===== config.mk =====
export PLATFORM = sky130hd
export DESIGN_NAME = quad_compare_32
export DESIGN_NICKNAME = d
export VERILOG_FILES = /design/src/rtl/quad_compare_32.sv
export SDC_FILE = /design/constraint.sdc
export NUM_CORES = 1
export LEC_CHECK = 0
export ABC_AREA = 0
export CELL_PAD_IN_SITES_DETAIL_PLACEMENT = 1
export CELL_PAD_IN_SITES_GLOBAL_PLACEMENT = 2
export CORE_MARGIN = 2
export CORE_UTILIZATION = 29
export DETAILED_ROUTE_END_ITERATION = 8
export HOLD_SLACK_MARGIN = 0.03
export PLACE_DENSITY_LB_ADDON = 0.15
export SLEW_MARGIN = 40
export SYNTH_ARGS = -nofsm -noshare
export SYNTH_HDL_FRONTEND = slang
export SYNTH_SLANG_ARGS = --single-unit

===== constraint.sdc =====
create_clock -name clk -period 1 [get_ports clk]
set_clock_uncertainty 0.05 [all_clocks]
set_input_delay 0.1 -clock clk [delete_from_list [all_inputs] [get_ports clk]]
set_output_delay 0.1 -clock clk [all_outputs]
set_load 0.03 [all_outputs]

===== src/rtl/quad_compare_32.sv =====
// quad_compare_32: registered four-operand unsigned magnitude comparator.
// Finds the largest and smallest of lanes a(0), b(1), c(2), d(3) and reports
// each in two forms: a one-hot flag with ties going to the lowest lane index,
// and an all-tied flag vector marking every lane equal to the extreme.
//
// Ports:
//   clk, rst    rising-edge clock, asynchronous active-high reset
//   in_valid    operands a..d are captured on the rising edge when high
//   a, b, c, d  WIDTH-bit unsigned operands (lanes 0..3)
//   out_valid   high for the one cycle after a valid capture
//   max_onehot  single largest lane, lowest index wins ties
//   min_onehot  single smallest lane, lowest index wins ties
//   max_all     every lane equal to the maximum
//   min_all     every lane equal to the minimum
module quad_compare_32 #(
  parameter int unsigned WIDTH = 32
) (
  input  logic             clk,
  input  logic             rst,
  input  logic             in_valid,
  input  logic [WIDTH-1:0] a,
  input  logic [WIDTH-1:0] b,
  input  logic [WIDTH-1:0] c,
  input  logic [WIDTH-1:0] d,
  output logic             out_valid,
  output logic [3:0]       max_onehot,
  output logic [3:0]       min_onehot,
  output logic [3:0]       max_all,
  output logic [3:0]       min_all
);

  localparam int unsigned LANES = 4;

  // Six pairwise unsigned comparisons
  logic gt_ab, gt_ac, gt_ad, gt_bc, gt_bd, gt_cd;
  logic eq_ab, eq_ac, eq_ad, eq_bc, eq_bd, eq_cd;
  logic ge_ab, ge_ac, ge_ad, ge_bc, ge_bd, ge_cd;

  logic [LANES-1:0] max_all_c;
  logic [LANES-1:0] min_all_c;
  logic [LANES-1:0] max_onehot_c;
  logic [LANES-1:0] min_onehot_c;

  always_comb begin
    gt_ab = (a > b);
    gt_ac = (a > c);
    gt_ad = (a > d);
    gt_bc = (b > c);
    gt_bd = (b > d);
    gt_cd = (c > d);

    eq_ab = (a == b);
    eq_ac = (a == c);
    eq_ad = (a == d);
    eq_bc = (b == c);
    eq_bd = (b == d);
    eq_cd = (c == d);

    ge_ab = gt_ab | eq_ab;
    ge_ac = gt_ac | eq_ac;
    ge_ad = gt_ad | eq_ad;
    ge_bc = gt_bc | eq_bc;
    ge_bd = gt_bd | eq_bd;
    ge_cd = gt_cd | eq_cd;
  end

  // Lane is a maximum when >= every other lane; y >= x is expressed as ~(x > y)
  always_comb begin
    max_all_c    = '0;
    max_all_c[0] = ge_ab  & ge_ac  & ge_ad;
    max_all_c[1] = ~gt_ab & ge_bc  & ge_bd;
    max_all_c[2] = ~gt_ac & ~gt_bc & ge_cd;
    max_all_c[3] = ~gt_ad & ~gt_bd & ~gt_cd;
  end

  // Lane is a minimum when <= every other lane
  always_comb begin
    min_all_c    = '0;
    min_all_c[0] = ~gt_ab & ~gt_ac & ~gt_ad;
    min_all_c[1] = ge_ab  & ~gt_bc & ~gt_bd;
    min_all_c[2] = ge_ac  & ge_bc  & ~gt_cd;
    min_all_c[3] = ge_ad  & ge_bd  & ge_cd;
  end

  // Lowest-index-wins tie resolution: isolate the lowest set bit
  always_comb begin
    max_onehot_c    = '0;
    max_onehot_c[0] = max_all_c[0];
    max_onehot_c[1] = max_all_c[1] & ~max_all_c[0];
    max_onehot_c[2] = max_all_c[2] & ~(|max_all_c[1:0]);
    max_onehot_c[3] = max_all_c[3] & ~(|max_all_c[2:0]);

    min_onehot_c    = '0;
    min_onehot_c[0] = min_all_c[0];
    min_onehot_c[1] = min_all_c[1] & ~min_all_c[0];
    min_onehot_c[2] = min_all_c[2] & ~(|min_all_c[1:0]);
    min_onehot_c[3] = min_all_c[3] & ~(|min_all_c[2:0]);
  end

  // Output registers; flags hold their last result when no operands arrive
  always_ff @(posedge clk or posedge rst) begin
    if (rst) begin
      out_valid  <= 1'b0;
      max_onehot <= '0;
      min_onehot <= '0;
      max_all    <= '0;
      min_all    <= '0;
    end else begin
      out_valid <= in_valid;
      if (in_valid) begin
        max_onehot <= max_onehot_c;
        min_onehot <= min_onehot_c;
        max_all    <= max_all_c;
        min_all    <= min_all_c;
      end
    end
  end

endmodule


==> impl_metrics.csv <==
group,metric,value,unit
logic_synthesis,post-synth-top-area-fraction,0.4488,
drt,drc,0,
clock_tree,clock_path_buffers,2,
critical_path,critPathMaxStageDelay,490,ps
placed_design,dp_hpwl,20490,microns
critical_path,path_buf_inv,3,
placed_design,dpl.cell_count,1183,
grt,grt-ovfl-total,0,
drt,drtAntennaViolNets,0,
placed_design,portBuffers,147,
grt,grt_pass1_vias,7794,
logic_synthesis,yosysUniqueCellTypes,59,
clock_tree,cts.sinks,15,
logic_synthesis,synth-seq-cells,15,
critical_path,startpoint_type,"primary input",
logic_synthesis,avgSynthCellArea,8.110,sq um
pwr,clkPwrFrac,0.117,
layout,instances_no_fill,1251,
timing,setup_ws,-1341,ps
placed_design,dp_slack,-2052,ps
logic_synthesis,synthTopCellsByArea,"ha_1 (45%), inv_1 (7.4%), a21oi_1 (7.0%)",
logic_synthesis,ys_seq_area_frac,0.07013,
clock_tree,clkSlewWorstSetupHoldPaths,50,ps
worst_hold_path,hold_class,"primary input to async pin",
grt,antenna_found_initial,0,
drt,vias_per_cell,5.280,
logic_synthesis,netlist_instances,660,
logic_synthesis,synthFlopType,"dfrtp_1",
outcome,violations,"setup timing",
logic_synthesis,syn_area,5353,sq um
timing,hold_viol_final,0,
floorplanning,die_y,139.9,microns
pwr,intPower,3.920,mW
critical_path,cp.arrival,2420,ps
drt,post_drt_wl_per_cell,21.64,microns
grt,grt_pass1_wl,41300,microns
timing,hold_ws,118.2,ps
floorplanning,coreArea,18020,sq um
grt,grtUsageTotal,0.2642,
logic_synthesis,synth_top_cell_by_area,"ha_1",
clock_tree,cts_made_buffers,3,
critical_path,cp_cell_sequence,"clkdlybuf4s15_2, buf_6, ha_4, nand4_1, a2111o_1, o211ai_1, buf_4, o21ai_2, a211oi_4, nor2_1, a31o_1",
logic_synthesis,yosys_warnings,0,
logic_synthesis,synth_fp_nets,983,
clock_tree,cts_root_buf,"clkbuf_16",
drt,vias,6605,
drt,firstDrtPassIters,4,
critical_path,critical_path_required,1080,ps
pwr,switching_share,0.4300,
pwr,switching_power,2.957,mW
clock_tree,cts_tree,"built",
floorplanning,start_util,0.2970,
timing,maxSlewHeadroom,0.7325,
floorplanning,pin_count,148,
outcome,status,"complete, but fails checks",
logic_synthesis,synth-edff-count,0,
critical_path,cp_max_fo,4,
logic_synthesis,ys_async_sr_fraction,1.000,
grt,grt_max_degree,16,
critical_path,cp_top_family,"compound AO/OA/AOI/OAI gates",
pwr,leakagePower,5.003,nW
pwr,powerDensity,621.6,nW/um^2
critical_path,end_kind,"flip-flop",
clock_tree,htreeDepth,1,
critical_path,ff2ff_setup_slack,-10,ps
floorplanning,core.rowCount,49,
timing,slew_violations,0,
critical_path,worst_path_max_delay_cell,"a2111o_1",
timing,period_share,2.341,
critical_path,path_class,"primary input to flip-flop",
placed_design,routabilityCongestion,0.9493,
floorplanning,fp.dieW,139.9,microns
pwr,combPwrFrac,0.778,
layout,synthToLayoutAreaGrowth,106.7,%
layout,drive_gt1_frac,0.6448,
pwr,seqPwrFrac,0.105,
clock_tree,clock_latency,250,ps
layout,final_nets,1346,
timing,worst_pin_slew,399.5,ps
pwr,max-vdd-ir-drop,0.0006411,V
timing,max_freq,427.2,MHz
drt,drt_wl_total,27070,microns
floorplanning,dieArea,19560,sq um
flow_run,drv_cap,0,
timing,finalCriticalPeriod,2341,ps
timing,finalSetupViolations,15,
clock_tree,cts_hold_buffers,0,
drt,drtIter0Drc,152,
timing,rsz0062_at_grt,"true",
layout,antenna_cells,0,
-- metrics by stage --
stage | util | power, mW | setup TNS, ps | cell area, sq um
2_1_floorplan | - | 2.659 | -12570 | 6005
3_3_place_gp | 0.4902 | 4.522 | -25970 | 8836
3_5_place_dp | 0.4902 | 4.723 | -27380 | 8836
4_1_cts | 0.5955 | 6.473 | -15620 | 10730
5_1_grt | 0.6138 | 7.355 | -17740 | 11060
6_report | 0.6138 | 6.877 | -17160 | 11060
-- registers in the layout, indices dropped and copies added, names as in the netlist --
signal	flops
out_valid	1
max_all	4
min_onehot	4
max_onehot	3
min_all	3
-- Yosys cell counts, drive strengths merged (3+ instances only) --
cell type  number
a211oi          5
a21o           18
a21oi          76
a221o           3
a221oi          4
a22oi           3
a2bb2oi         4
and2            4
and3            4
and4            5
buf             3
dfrtp          15
ha            192
inv           106
mux2            5
nand2          52
nand3          13
nand4          37
nor2           12
nor2b           9
nor3            6
nor4           11
o211ai         10
o21a            7
o21ai          28
-- layout make-up --
| type | count | area (sq um) |
|---|---|---|
| fill | 1969 | 6962 |
| multi-input combinational | 535 | 6804 |
| timing repair buffer | 362 | 2998 |
| inverter | 106 | 520.5 |
| sequential | 15 | 375.4 |
| tap | 229 | 286.5 |
| clock buffer | 4 | 78.83 |
-- power by group through the flow --
stage / Sequential (mW) / Combinational [mW] / Clock (mW)
after floorplan: 0.840 / 1.82 / 0
after global placement: 0.726 / 3.80 / 0
after detailed placement: 0.732 / 3.99 / 0
after CTS: 0.724 / 4.95 / 0.800
after global routing: 0.731 / 5.78 / 0.846
final: 0.725 / 5.35 / 0.802
-- path summary, 6_finish.rpt --
check	start	end	cells past startpoint
setup reg to reg	max_all[0]	max_all[0]	2
max in group asynchronous	rst	min_onehot[3]	3
setup / recovery	b[6]	max_onehot[2]	11
min in group clk	in_valid	out_valid	2
hold reg to reg	min_all[3]	min_all[3]	2
hold / removal	rst	out_valid	3
-- worst reg2reg max path: cells and delay by family, from the launching register on --
kind	cells	cell delay (ps)
DFF	1	430
muxes	1	250
buffers and inverters	1	160
-- cell families (layout without fill, tap and decap cells) --
| group | after synthesis | count (layout) | share of synthesized area |
|---|---|---|---|
| muxes | 5 | 5 | 0.01052 |
| AOI/OAI and AO/OA | 176 | 176 | 0.2183 |
| adders and majority gates | 192 | 192 | 0.4488 |
| and+or+nand+nor | 162 | 162 | 0.1723 |
| DFF | 15 | 15 | 0.07013 |
| buffers and inverters | 110 | 472 | 0.07994 |
-- metal layers --
layer | part of all wire | GRT usage | wire [microns]
met5 | 0 | 0 | 0
met3 | 0.027 | 0.02306 | 742
met4 | 0.033 | 0.08579 | 896
met2 | 0.56 | 0.5317 | 15050
met1 | 0.38 | 0.2858 | 10380
-- timing repair --
item	in CTS	in global routing
resized for setup	705	103
setup buffers	50	16
pin swaps	152	62
cloned	0	0
endpoints found under the setup margin	19	19
-- cell usage in the layout, fill, tap and decap left out, types with 9 or more instances in the layout --
master / count
a21o_1: 18
a21oi_1: 49
a21oi_2: 22
buf_2: 46
buf_4: 186
buf_6: 70
clkbuf_2: 12
clkdlybuf4s15_1: 10
dfrtp_1: 15
dlygate4sd2_1: 19
ha_1: 66
ha_4: 123
inv_1: 34
inv_2: 47
inv_4: 14
nand2_1: 37
nand2_2: 10
nand4_1: 35
nor2_1: 10
o211ai_1: 10
o21ai_0: 9
o21ai_2: 13
Note: power is estimated with default switching activity, not from simulation.
